==> config.mk <==
export PLATFORM = sky130hd
export DESIGN_NAME = phy_tx_serializer
export DESIGN_NICKNAME = d
export VERILOG_FILES = /design/src/rtl/phy_pkg.sv /design/src/rtl/phy_tx_shifter.sv /design/src/rtl/phy_tx_serializer.sv
export SDC_FILE = /design/constraint.sdc
export NUM_CORES = 1
export LEC_CHECK = 0
export BUFFER_PORTS_ARGS = -buffer_cell sky130_fd_sc_hd__buf_4
export CAP_MARGIN = 10
export CORE_MARGIN = 2
export CORE_UTILIZATION = 35
export CTS_CLUSTER_SIZE = 12
export DETAILED_ROUTE_END_ITERATION = 10
export HOLD_SLACK_MARGIN = 0.06
export SETUP_SLACK_MARGIN = 0.4
export SLEW_MARGIN = 0
export SYNTH_ARGS = -nofsm -noshare
export SYNTH_HDL_FRONTEND = slang
export SYNTH_SLANG_ARGS = --single-unit
==> constraint.sdc <==
create_clock -name clk_32f -period 2.15 [get_ports clk_32f]
set_input_delay 0.215 -clock clk_32f [delete_from_list [all_inputs] [get_ports clk_32f]]
set_output_delay 0.215 -clock clk_32f [all_outputs]
set_load 0.01 [all_outputs]
==> src/rtl/phy_pkg.sv <==
// Shared constants for the 4-lane PHY transmit/receive pair: symbols, widths,
// FSM encoding and the per-slot symbol selection rule.
package phy_pkg;

  localparam int BYTE_W = 8;
  localparam int LANES  = 4;

  localparam logic [BYTE_W-1:0] COM_SYM_DEF = 8'hBC;
  localparam logic [BYTE_W-1:0] IDL_SYM_DEF = 8'h7C;

  typedef enum logic [1:0] {
    RESET  = 2'd0,
    TRAIN  = 2'd1,
    ACTIVE = 2'd2
  } tx_state_e;

  // Invalid lanes send IDL, unless the whole frame is idle, in which case COM
  // keeps the receiver aligned.
  function automatic logic [BYTE_W-1:0] slot_sym(
    input logic [BYTE_W-1:0] data,
    input logic              valid,
    input logic              all_idle,
    input logic [BYTE_W-1:0] com,
    input logic [BYTE_W-1:0] idl
  );
    if (valid) return data;
    return all_idle ? com : idl;
  endfunction

endpackage

==> src/rtl/phy_tx_shifter.sv <==
// MSB-first byte serializer: parallel load on load_i, otherwise shift left
// with zero fill. bit_o comes straight from the shift register flop.
module phy_tx_shifter
  import phy_pkg::*;
(
  input  logic              clk_i,
  input  logic              rst_i,
  input  logic              load_i,
  input  logic [BYTE_W-1:0] byte_i,
  output logic              bit_o,
  output logic [2:0]        bit_cnt_o
);

  logic [BYTE_W-1:0] sr_q, sr_d;
  logic [2:0]        bit_cnt_q, bit_cnt_d;

  always_comb begin
    sr_d      = {sr_q[BYTE_W-2:0], 1'b0};
    bit_cnt_d = bit_cnt_q + 3'd1;
    if (load_i) begin
      sr_d      = byte_i;
      bit_cnt_d = 3'd0;
    end
  end

  always_ff @(posedge clk_i) begin
    if (rst_i) begin
      sr_q      <= '0;
      bit_cnt_q <= '0;
    end else begin
      sr_q      <= sr_d;
      bit_cnt_q <= bit_cnt_d;
    end
  end

  assign bit_o     = sr_q[BYTE_W-1];
  assign bit_cnt_o = bit_cnt_q;

endmodule

==> src/rtl/phy_tx_serializer.sv <==
// Transmit PHY stage: COM training burst after reset, then 4-lane byte striping
// serialized MSB-first. Optional PHY_TX_STATS_EN adds a saturating data-slot counter.
module phy_tx_serializer
  import phy_pkg::*;
#(
  parameter int                TRAIN_COMS = 4,
  parameter logic [BYTE_W-1:0] COM_SYM    = COM_SYM_DEF,
  parameter logic [BYTE_W-1:0] IDL_SYM    = IDL_SYM_DEF
) (
  input  logic              clk_32f,
  input  logic              rst,
  input  logic [BYTE_W-1:0] in0,
  input  logic [BYTE_W-1:0] in1,
  input  logic [BYTE_W-1:0] in2,
  input  logic [BYTE_W-1:0] in3,
  input  logic              val_in0,
  input  logic              val_in1,
  input  logic              val_in2,
  input  logic              val_in3,
  output logic              tx_take,
  output logic              salida_tx,
  output logic              tx_active
`ifdef PHY_TX_STATS_EN
  ,
  output logic [15:0]       tx_byte_cnt
`endif
);

  localparam logic [15:0] LAST_FRAME = 16'(TRAIN_COMS / LANES - 1);

  tx_state_e state_q, state_d;
  logic [1:0]  slot_cnt_q, slot_cnt_d;
  logic [15:0] frame_cnt_q, frame_cnt_d;

  logic [LANES-1:0][BYTE_W-1:0] lane_data;
  logic [LANES-1:0]             lane_val;
  logic [LANES-1:1][BYTE_W-1:0] hold_data_q;
  logic [LANES-1:1]             hold_val_q;
  logic                         hold_idle_q;
  logic [LANES-1:1][BYTE_W-1:0] hold_sym;

  logic              all_idle;
  logic              load;
  logic              frame_end;
  logic              slot_is_data;
  logic [BYTE_W-1:0] slot_byte;
  logic [2:0]        bit_cnt;

  assign lane_data = {in3, in2, in1, in0};
  assign lane_val  = {val_in3, val_in2, val_in1, val_in0};
  assign all_idle  = ~|lane_val;

  for (genvar gi = 1; gi < LANES; gi++) begin : g_hold_sym
    assign hold_sym[gi] = slot_sym(hold_data_q[gi], hold_val_q[gi], hold_idle_q,
                                   COM_SYM, IDL_SYM);
  end

  assign frame_end = (slot_cnt_q == 2'd3) && (bit_cnt == 3'd7);

  always_comb begin
    state_d      = state_q;
    slot_cnt_d   = slot_cnt_q;
    frame_cnt_d  = frame_cnt_q;
    tx_take      = 1'b0;
    load         = 1'b0;
    slot_byte    = COM_SYM;
    slot_is_data = 1'b0;

    unique case (state_q)
      RESET: begin
        load        = 1'b1;
        state_d     = TRAIN;
        slot_cnt_d  = 2'd0;
        frame_cnt_d = '0;
      end
      TRAIN: begin
        load = (bit_cnt == 3'd7);
        if (load) slot_cnt_d = slot_cnt_q + 2'd1;
        // The last training frame hands over with a take so the first
        // ACTIVE frame already carries data.
        if (frame_end) begin
          if (frame_cnt_q == LAST_FRAME) begin
            tx_take = 1'b1;
            state_d = ACTIVE;
          end else begin
            frame_cnt_d = frame_cnt_q + 16'd1;
          end
        end
      end
      ACTIVE: begin
        load = (bit_cnt == 3'd7);
        if (load) slot_cnt_d = slot_cnt_q + 2'd1;
        if (frame_end) begin
          tx_take = 1'b1;
        end else begin
          case (slot_cnt_q)
            2'd0: begin slot_byte = hold_sym[1]; slot_is_data = hold_val_q[1]; end
            2'd1: begin slot_byte = hold_sym[2]; slot_is_data = hold_val_q[2]; end
            2'd2: begin slot_byte = hold_sym[3]; slot_is_data = hold_val_q[3]; end
            default: ;
          endcase
        end
      end
      default: state_d = RESET;
    endcase

    if (tx_take) begin
      slot_byte    = slot_sym(in0, val_in0, all_idle, COM_SYM, IDL_SYM);
      slot_is_data = val_in0;
    end
  end

  always_ff @(posedge clk_32f) begin
    if (rst) begin
      state_q     <= RESET;
      slot_cnt_q  <= '0;
      frame_cnt_q <= '0;
      hold_data_q <= '0;
      hold_val_q  <= '0;
      hold_idle_q <= 1'b0;
    end else begin
      state_q     <= state_d;
      slot_cnt_q  <= slot_cnt_d;
      frame_cnt_q <= frame_cnt_d;
      if (tx_take) begin
        hold_data_q <= lane_data[LANES-1:1];
        hold_val_q  <= lane_val[LANES-1:1];
        hold_idle_q <= all_idle;
      end
    end
  end

  phy_tx_shifter u_shifter (
    .clk_i    (clk_32f),
    .rst_i    (rst),
    .load_i   (load),
    .byte_i   (slot_byte),
    .bit_o    (salida_tx),
    .bit_cnt_o(bit_cnt)
  );

  assign tx_active = (state_q == ACTIVE);

`ifdef PHY_TX_STATS_EN
  logic [15:0] byte_cnt_q;

  always_ff @(posedge clk_32f) begin
    if (rst) begin
      byte_cnt_q <= '0;
    end else if (load && slot_is_data && (byte_cnt_q != 16'hFFFF)) begin
      byte_cnt_q <= byte_cnt_q + 16'd1;
    end
  end

  assign tx_byte_cnt = byte_cnt_q;
`endif

endmodule

### Word level (Yosys, flattened, before mapping)

Cells that the tools add are included.

* flip-flop bits (word level): 59
* input bits: 38
* output and inout bits: 3

* add/sub/neg operators: 3
* bitwise gates (word level): 2
* reduce and logical (&&, ||, !) cells: 14
* muxes and demuxes: 33
* equal/unequal tests: 10

Operators by type and width (count)
* $mux W8: 14
* $mux W16: 2
* $pmux W16 S2: 1
* $pmux W8 S3: 1
* $add A16 B1 Y16 const B: 1
* $logic_not A16 Y1: 1
* $mux W1: 8
* $eq A2 B2 Y1 const B: 3
* $mux W2: 3
* $ne A2 B2 Y1 const B: 3
* $pmux W2 S3: 1
* $reduce_and A3 Y1: 2
* $reduce_or A2 Y1: 3
* $eq A2 B1 Y1 const B: 2
* $logic_not A2 Y1: 2
* $pmux W1 S2: 2
* $pmux W2 S2: 1
* $reduce_bool A2 Y1: 2
* $reduce_or A4 Y1: 1
* $add A3 B1 Y3 const B: 1
* $eq A3 B3 Y1 const B: 1
* $add A2 B1 Y2 const B: 1
* $ne A2 B1 Y1 const B: 1
* $not A1 Y1: 2
* 3 further kinds: 3

### Depth between registers and ports, before layout

Gate-level depths: netlist of run 1.

* word-level depth: 8
* gate-level depth with buffers: 8
* gate-level depth less buffers: 6

### Modules after synthesis

A second synthesis of run 1 with hierarchy kept.

* cell total of the unflattened synthesis: 346
* area, all modules: 3083.0 µm²

By module, submodules not included
* phy_tx_serializer: cells each 313, area each 2701.3 µm², instances 1, seq. area each 960.9 µm²
* phy_tx_shifter: cells each 33, area each 381.6 µm², instances 1, seq. area each 220.2 µm²

### Worst setup path before layout of run 1

Ideal clock, no wire load.

* kind: reg2reg
* start: register u_shifter.bit_cnt_q[0] (netlist: u_shifter.bit_cnt_o[0])
* end: register frame_cnt_q[14]
* setup time: 0.116 ns
* path buffers: 1
* arrival: 1.667 ns
* path slack: 0.367 ns
* data required time: 2.034 ns
* stages on the path, launching flop included: 8
* cells stage by stage: dfxtp_1 -> ha_1 -> ha_1 -> buf_2 -> a21boi_0 -> nor4_2 -> a311oi_1 -> a41o_1

* cells in the longest elaborated chain, start to end: 4

RTL lines
* from (decl): RTL line phy_tx_shifter.sv:15 `logic [2:0] bit_cnt_q, bit_cnt_d;`
* from (signal assigned): RTL line phy_tx_shifter.sv:32 `bit_cnt_q <= bit_cnt_d;`
* $eq A3 B3 Y1: RTL line phy_tx_serializer.sv:58 `assign frame_end = (slot_cnt_q == 2'd3) && (bit_cnt == 3'd7);`
* $logic_and A1 B1 Y1: RTL line phy_tx_serializer.sv:58
* $ne A2 B2 Y1 (no source line)
* $reduce_and A3 Y1 (no source line)
* to (signal assigned): RTL line phy_tx_serializer.sv:124 `frame_cnt_q <= frame_cnt_d;`
* to (decl): RTL line phy_tx_serializer.sv:33 `logic [15:0] frame_cnt_q, frame_cnt_d;`

Every way passes these cells.
A chain may end at the register's enable or synchronous reset.

### Worst setup path after layout of run 1

* start: register frame_cnt_q[0]
* end: output tx_take

* cells in the longest elaborated chain, start to end: 4

RTL lines
* $logic_not A16 Y1: RTL line phy_tx_serializer.sv:82 `if (frame_cnt_q == LAST_FRAME) begin`
* $mux W1: RTL line phy_tx_serializer.sv:82
* $mux W1: RTL line phy_tx_serializer.sv:81 `if (frame_end) begin`
* $pmux W1 S2: RTL line phy_tx_serializer.sv:69 `unique case (state_q)`
* to (decl): RTL line phy_tx_serializer.sv:20 `output logic tx_take,`

Every way passes these cells.

==> impl_metrics.yaml, run 1 <==
global_route:
  grt_start_max_net_pins: 55
  track_usage: 0.165
  grt_busiest_layer: "met2"
  gr-usage-met3: 0.0428
  met2_usage: 0.261
  gr-total-overflow: 0
  use_met1: 0.210
  first_global_vias: 2730
  grt_first_pass_wirelength_mm: 13.2
  grt_antenna_before_repair: 0
power_and_ir_drop:
  power.static_leakage_nw: 1.53
  power.share.combinational: 0.276
  internal-power_mw: 2.00
  swShare: 0.313
  power.net_switching_mw: 0.911
  share_clk_of_total_power: 0.315
  vdd.ir_drop.worst_mv: 0.306
  p_total_mw: 2.91
  seq_power_share: 0.409
  cellPowerDensity_nw_per_um2: 684
timing:
  timing.final.crit_share: 0.851
  tightestPinTransition_ns: 0.430
  timing.clock.skew_ns: 0.0109
  setup_viol_count_final: 0
  final-hold-violation-count: 0
  finalMaxSlewViolations: 0
  holdWs_ns: 0.118
  setup_repair_after_global_routing_missed_its_margin: "true"
  tns_ns: 0
  finalWorstSetupSlack_ns: 0.321
  clock.fmax_ghz: 0.547
  final.min_clock_period_ns: 1.83
  slew_headroom: 0.711
worst_setup_path:
  r2r_setup_slack_ns: 0.39
  timing.critical_path.fanout_max: 2
  cp_data_required_time_ns: 1.93
  crit_type: "flip-flop to output pin"
  critPathSlowestCell: "sky130_fd_sc_hd__dfxtp_2"
  ff2ff_path_depth: 8
  worst_reg2reg_path_startpoint: "frame_cnt_q[0]"
  slowest_delay_ns: 0.32
  critPathLaunch: "frame_cnt_q[0]"
  crit_chain: "inv_2 > ha_4 > nor4b_4 > a41oi_4 > nor2_4 > buf_6"
  timing.critical_path.arrival_ns: 1.61
  timing.critical_path.to_type: "output pin"
  critical_path.startpoint_type: "flip-flop"
  worstReg2RegEnd: "hold_data_q[1]"
finish:
  seq_area_um2: 1190
  final_cell_area_um2: 4250
  n_fill_cell: 889
  multiInputGateArea_um2: 2180
  fin_nets: 467
  layout_commonest_cell: "sky130_fd_sc_hd__nand2b_1"
  synthesis_to_finish_area_growth_pct: 28.5
  utilization: 0.462
  diodes: 0
  layout.cells.most_common_list: "sky130_fd_sc_hd__nand2b_1, sky130_fd_sc_hd__buf_4, sky130_fd_sc_hd__dfxtp_1"
  share_of_final_layout_standard_cells_stronger_than_drive_strength_1: 0.299
  finish.cell_count_without_fillers: 529
routing:
  routed_wirelength_mm: 8.07
  drc_markers: 0
  drt_iter0_markers: 98
  antenna_violating_nets_post_route: 0
  routed_wire_length_per_instance_um: 15.2
  via_to_cell_ratio: 5.27
  vias: 2788
  firstDrtPassIters: 4
hold_path:
  hold_path.startpoint: "in0[2]"
  worst_hold_path.endpoint: "u_shifter.sr_q[2]"
  hold-path-cell-count: 3
  worst_hold_path_type: "input pin to flip-flop"
synth:
  synth.net_count: 410
  postSynthCellCount: 357
  synth.top_cells.by_area: "sky130_fd_sc_hd__dfxtp_1, sky130_fd_sc_hd__nand2b_1, sky130_fd_sc_hd__mux2i_1"
  yosys_top_cell_by_area: "sky130_fd_sc_hd__dfxtp_1"
  netlist-cell-type-count: 55
  synthesis.area_per_instance_um2: 9.27
  synthFlopType: "sky130_fd_sc_hd__dfxtp_1"
  synthesis.area_um2: 3310
  synth_edf_count: 0
  yosys.area.top_type_share: 0.357
  synth.yosys.warnings: 0
  synth_async_sr_flop_share: 0
  postSynthRegisterBits: 59
  sequential_fraction_of_the_synthesis_area: 0.357
placement:
  dp_cells: 500
  hpwl_mm: 5.51
  dpl_cell_area_um2: 3730
  buffer_ports.inserted: 40
  gp_congestion: 0.870
  pre_cts_slack_ns: 0.0635
clock_tree:
  clkSinkCount: 59
  clockRootBuffer: "sky130_fd_sc_hd__clkbuf_8"
  clkLatencyLatePin_ns: 0.34
  cts.htree.levels: 3
  cts_made_buffers: 9
  cts_tree: "done"
  worst_case_clock_buffer_depth: 2
  clkSlewWorstSetupHoldPaths_ns: 0.07
floorplan:
  ioPinCount: 41
  coreArea_um2: 9200
  floorplan.die.width_um: 101
  die_boundary_height_um: 101
  die_area_um2: 10200
  initial_core_util: 0.360
  placement_rows: 35
job:
  maxCapViolations: 0
run_status:
  status: "completed"
area by class of cell:
| cell class | instances | area share |
|---|---|---|
| clock buffer | 11 | 0.0356 |
| sequential | 59 | 0.281 |
| multi-input combinational | 267 | 0.512 |
| inverter | 15 | 0.0132 |
| timing repair buffer | 62 | 0.119 |
| clock inverter | 4 | 0.00618 |
| tap | 111 | 0.0327 |
power by group through the flow:
stage / combinational [mW] / clock, mW / sequential (mW)
after floorplan: 0.422 / 0 / 1.20
after global placement: 0.597 / 0 / 1.20
after detailed placement: 0.600 / 0 / 1.20
after CTS: 0.698 / 0.946 / 1.18
after global routing: 0.874 / 0.994 / 1.20
final: 0.802 / 0.916 / 1.19
worst max-delay path: cells and delay by family (launching register included):
family	cells	cell delay, ns
flops	1	0.32
simple gates	2	0.44
compound gates	1	0.19
fa+ha+maj	1	0.13
buf+inv	2	0.20
metal layers:
metal,up-vias,share of wire,routed length (um)
met5,-,0,0
met1,1312,0.47,3770
met4,0,0.028,229
met3,17,0.039,311
met2,65,0.47,3760
li1,1394,-,-
synth_stat cells (2+ instances only):
| cell type | n |
|---|---|
| sky130_fd_sc_hd__a2111oi_2 | 2 |
| sky130_fd_sc_hd__a211oi_1 | 5 |
| sky130_fd_sc_hd__a21boi_0 | 4 |
| sky130_fd_sc_hd__a21oi_1 | 7 |
| sky130_fd_sc_hd__a311oi_1 | 3 |
| sky130_fd_sc_hd__a41o_1 | 7 |
| sky130_fd_sc_hd__and2_1 | 3 |
| sky130_fd_sc_hd__and3_1 | 2 |
| sky130_fd_sc_hd__buf_6 | 3 |
| sky130_fd_sc_hd__clkbuf_1 | 11 |
| sky130_fd_sc_hd__dfxtp_1 | 59 |
| sky130_fd_sc_hd__ha_1 | 15 |
| sky130_fd_sc_hd__inv_1 | 15 |
| sky130_fd_sc_hd__mux2i_1 | 32 |
| sky130_fd_sc_hd__nand2_1 | 18 |
| sky130_fd_sc_hd__nand2b_1 | 63 |
| sky130_fd_sc_hd__nand3_1 | 12 |
| sky130_fd_sc_hd__nand4_1 | 5 |
| sky130_fd_sc_hd__nor2_1 | 16 |
| sky130_fd_sc_hd__nor2b_1 | 3 |
| sky130_fd_sc_hd__nor3_1 | 3 |
| sky130_fd_sc_hd__nor4_1 | 2 |
| sky130_fd_sc_hd__nor4_4 | 2 |
| sky130_fd_sc_hd__nor4b_1 | 4 |
| sky130_fd_sc_hd__o2111ai_1 | 2 |
| sky130_fd_sc_hd__o211ai_1 | 3 |
| sky130_fd_sc_hd__o21ai_0 | 21 |
| sky130_fd_sc_hd__or3_1 | 3 |
| sky130_fd_sc_hd__xnor2_1 | 6 |
sequential cells by signal (all words and copies together), names as in the netlist:
signal               cells
slot_cnt_q               2
state_q                  2
u_shifter.sr_q           8
frame_cnt_q             16
hold_idle_q              1
u_shifter.bit_cnt_o      3
hold_data_q             24
hold_val_q               3
worst max path at each step:
stage                         to  slack, ns  depth (start not counted)
6_report                 tx_take       0.32                          6
5_1_grt                  tx_take       0.22                          6
4_1_cts                  tx_take       0.29                          6
3_5_place_dp       hold_val_q[1]       0.06                          6
3_3_place_gp     hold_data_q[19]       0.17                          6
2_1_floorplan  u_shifter.sr_q[1]       0.42                          7
cells by family (layout without fill, tap and decap cells):
logic type               count (synthesis)  in the layout  share of synthesized area
AO/OA/AOI/OAI                           68             68                      0.159
adder cells (fa/ha/maj)                 15             15                     0.0567
multiplexers                            33             33                      0.100
flip-flops                              59             59                      0.357
XOR/XNOR                                 7              7                     0.0185
AND/OR/NAND/NOR                        144            144                      0.265
buffers and inverters                   31             92                     0.0435
timing repair:
item,4_1_cts,5_1_grt
setup buffers,8,5
pin swaps,4,9
resized for setup,27,30
gates cloned,0,1
hold buffers,0,0
setup endpoints to repair,50,45
Note: power is estimated with default switching activity, not from simulation.
==> run 2: changes to the inputs <==
==> constraint.sdc (replaced) <==
create_clock -name clk_32f -period 2.15 [get_ports clk_32f]
set_input_delay 0.645 -clock clk_32f [delete_from_list [all_inputs] [get_ports clk_32f]]
set_output_delay 0.645 -clock clk_32f [all_outputs]
set_load 0.01 [all_outputs]
==> run 2 against run 1 <==
Against the previous run: total power rose by 15%; maximum frequency fell by 19%; the flow now finishes with violations (negative setup slack); wire length rose by 3.9%; worst hold slack improved by 0.32 ns; sequential share of layout area fell by 1.1 points; die area did not move; first-iteration DRC count fell by 14%; highest routed layer unchanged; register-to-register slack got worse by 0.16 ns; utilization rose by 1.9 points; cell count did not move; setup slack got worse by 0.43 ns.
==> impl_metrics.yaml, run 2 (synthesized netlist as in run 1, its figures left out) <==
global_route:
  track_usage: 0.169
  grt_first_pass_wirelength_mm: 13.6
  grt_antenna_before_repair: 0
  gr-total-overflow: 0
  first_global_vias: 2776
  grt_start_max_net_pins: 50
finish:
  layout.cells.most_common_list: "sky130_fd_sc_hd__nand2b_1, sky130_fd_sc_hd__buf_4, sky130_fd_sc_hd__dfxtp_1"
  layout_commonest_cell: "sky130_fd_sc_hd__nand2b_1"
  finish.cell_count_without_fillers: 529
  diodes: 0
  share_of_final_layout_standard_cells_stronger_than_drive_strength_1: 0.325
  fin_nets: 466
  top_regs: "hold_data_q: 24 flops, frame_cnt_q: 16 flops, u_shifter.sr_q: 8 flops"
  synthesis_to_finish_area_growth_pct: 33.9
  registers.top_by_ff_count: "hold_data_q"
  largest_register_ff_count: 24
timing:
  setup_viol_count_final: 1
  tightestPinTransition_ns: 0.483
  finalWorstSetupSlack_ns: -0.112
  slew_headroom: 0.678
  setup_repair_after_global_routing_missed_its_margin: "true"
  timing.final.crit_share: 1.05
  clock.fmax_ghz: 0.442
  holdWs_ns: 0.434
  finalMaxSlewViolations: 0
  final.min_clock_period_ns: 2.26
  timing.clock.skew_ns: 0.0143
  tns_ns: -0.112
  final-hold-violation-count: 0
worst_setup_path:
  cp_data_required_time_ns: 1.50
  critical_path.startpoint_type: "flip-flop"
  crit_type: "flip-flop to output pin"
  critPathLaunch: "frame_cnt_q[0]"
  timing.critical_path.arrival_ns: 1.62
  timing.critical_path.fanout_max: 2
  worstReg2RegEnd: "hold_val_q[1]"
  worst_reg2reg_path_startpoint: "frame_cnt_q[0]"
  r2r_setup_slack_ns: 0.23
  timing.critical_path.to_type: "output pin"
  ff2ff_path_depth: 7
floorplan:
  die_boundary_height_um: 101
  die_area_um2: 10200
  placement_rows: 35
  initial_core_util: 0.360
  ioPinCount: 41
  coreArea_um2: 9200
  floorplan.die.width_um: 101
routing:
  routed_wirelength_mm: 8.38
  drc_markers: 0
  antenna_violating_nets_post_route: 0
  routed_wire_length_per_instance_um: 15.8
  firstDrtPassIters: 4
  drt_iter0_markers: 84
  via_to_cell_ratio: 5.25
  vias: 2778
placement:
  hpwl_mm: 5.64
  buffer_ports.inserted: 40
  dp_cells: 502
  gp_congestion: 0.876
power_and_ir_drop:
  swShare: 0.301
  vdd.ir_drop.worst_mv: 0.400
  power.net_switching_mw: 1.00
  cellPowerDensity_nw_per_um2: 754
  internal-power_mw: 2.33
  share_clk_of_total_power: 0.355
  power.share.combinational: 0.288
  power.static_leakage_nw: 1.58
  seq_power_share: 0.357
  p_total_mw: 3.34
hold_path:
  worst_hold_path.endpoint: "u_shifter.sr_q[2]"
  hold-path-cell-count: 2
  worst_hold_path_type: "flip-flop to flip-flop"
  hold_path.startpoint: "u_shifter.sr_q[1]"
clock_tree:
  clkSlewWorstSetupHoldPaths_ns: 0.07
  clkSinkCount: 59
  clkLatencyLatePin_ns: 0.34
  worst_case_clock_buffer_depth: 2
  cts_tree: "done"
  clockRootBuffer: "sky130_fd_sc_hd__clkbuf_8"
  cts_made_buffers: 9
  cts.htree.levels: 3
run_status:
  status: "finished, violations left"
  violated_checks: "negative setup slack"
job:
  maxCapViolations: 0
-- run 2: routing by layer --
| metal | up-vias | track usage | wire, um |
|---|---|---|---|
| met3 | 16 | 0.0393 | 294 |
| met5 | - | 0 | 0 |
| met1 | 1308 | 0.229 | 3930 |
| met2 | 68 | 0.254 | 3980 |
| li1 | 1386 | - | - |
| met4 | 0 | 0.0769 | 185 |
-- run 2: how the worst max path moves through the flow --
stage               cells past startpoint  slack, ns              to
floorplan                               6       0.16         tx_take
global placement                        6       0.18         tx_take
detailed placement                      7       0.09  frame_cnt_q[2]
CTS                                     6      -0.13         tx_take
global route                            6      -0.18         tx_take
finish                                  6      -0.11         tx_take
-- run 2: timing repair --
action,4_1_cts,5_1_grt
gates resized for setup,32,51
pin swaps,4,11
endpoints found under the setup margin,54,50
buffers inserted,5,6
hold buffers,0,0
-- run 2: through the flow --
step                instance area [um2]  worst slack, ns   util
floorplan                          3340            0.163      -
global placement                   3760            0.181  0.409
detailed placement                 3760           0.0915  0.409
CTS                                4140           -0.128  0.451
global route                       4430           -0.177  0.481
finish                             4430           -0.112  0.481
-- run 2: layout make-up --
class | count | area, um2
Clock buffer | 12 | 155
Tap cell | 111 | 139
Inverter | 15 | 61.3
Timing Repair Buffer | 61 | 484
Fill cell | 831 | 4770
Sequential cell | 59 | 1200
Multi-Input combinational cell | 267 | 2320
Clock inverter | 4 | 72.6
-- run 2: power groups by stage --
stage / Sequential [mW] / Clock (mW) / Combinational (mW)
after floorplan: 1.20 / 0 / 0.451
after global placement: 1.20 / 0 / 0.647
after detailed placement: 1.20 / 0 / 0.658
after CTS: 1.19 / 1.21 / 0.750
after global routing: 1.20 / 1.26 / 1.03
final: 1.19 / 1.18 / 0.962
-- run 2: critical path, cell delays in order, from the launching register on --
cell	delay, ns
sky130_fd_sc_hd__dfxtp_2	0.32
sky130_fd_sc_hd__inv_2	0.08
sky130_fd_sc_hd__ha_4	0.13
sky130_fd_sc_hd__nor4b_4	0.30
sky130_fd_sc_hd__a41oi_4	0.17
sky130_fd_sc_hd__nor2_4	0.15
sky130_fd_sc_hd__buf_6	0.12
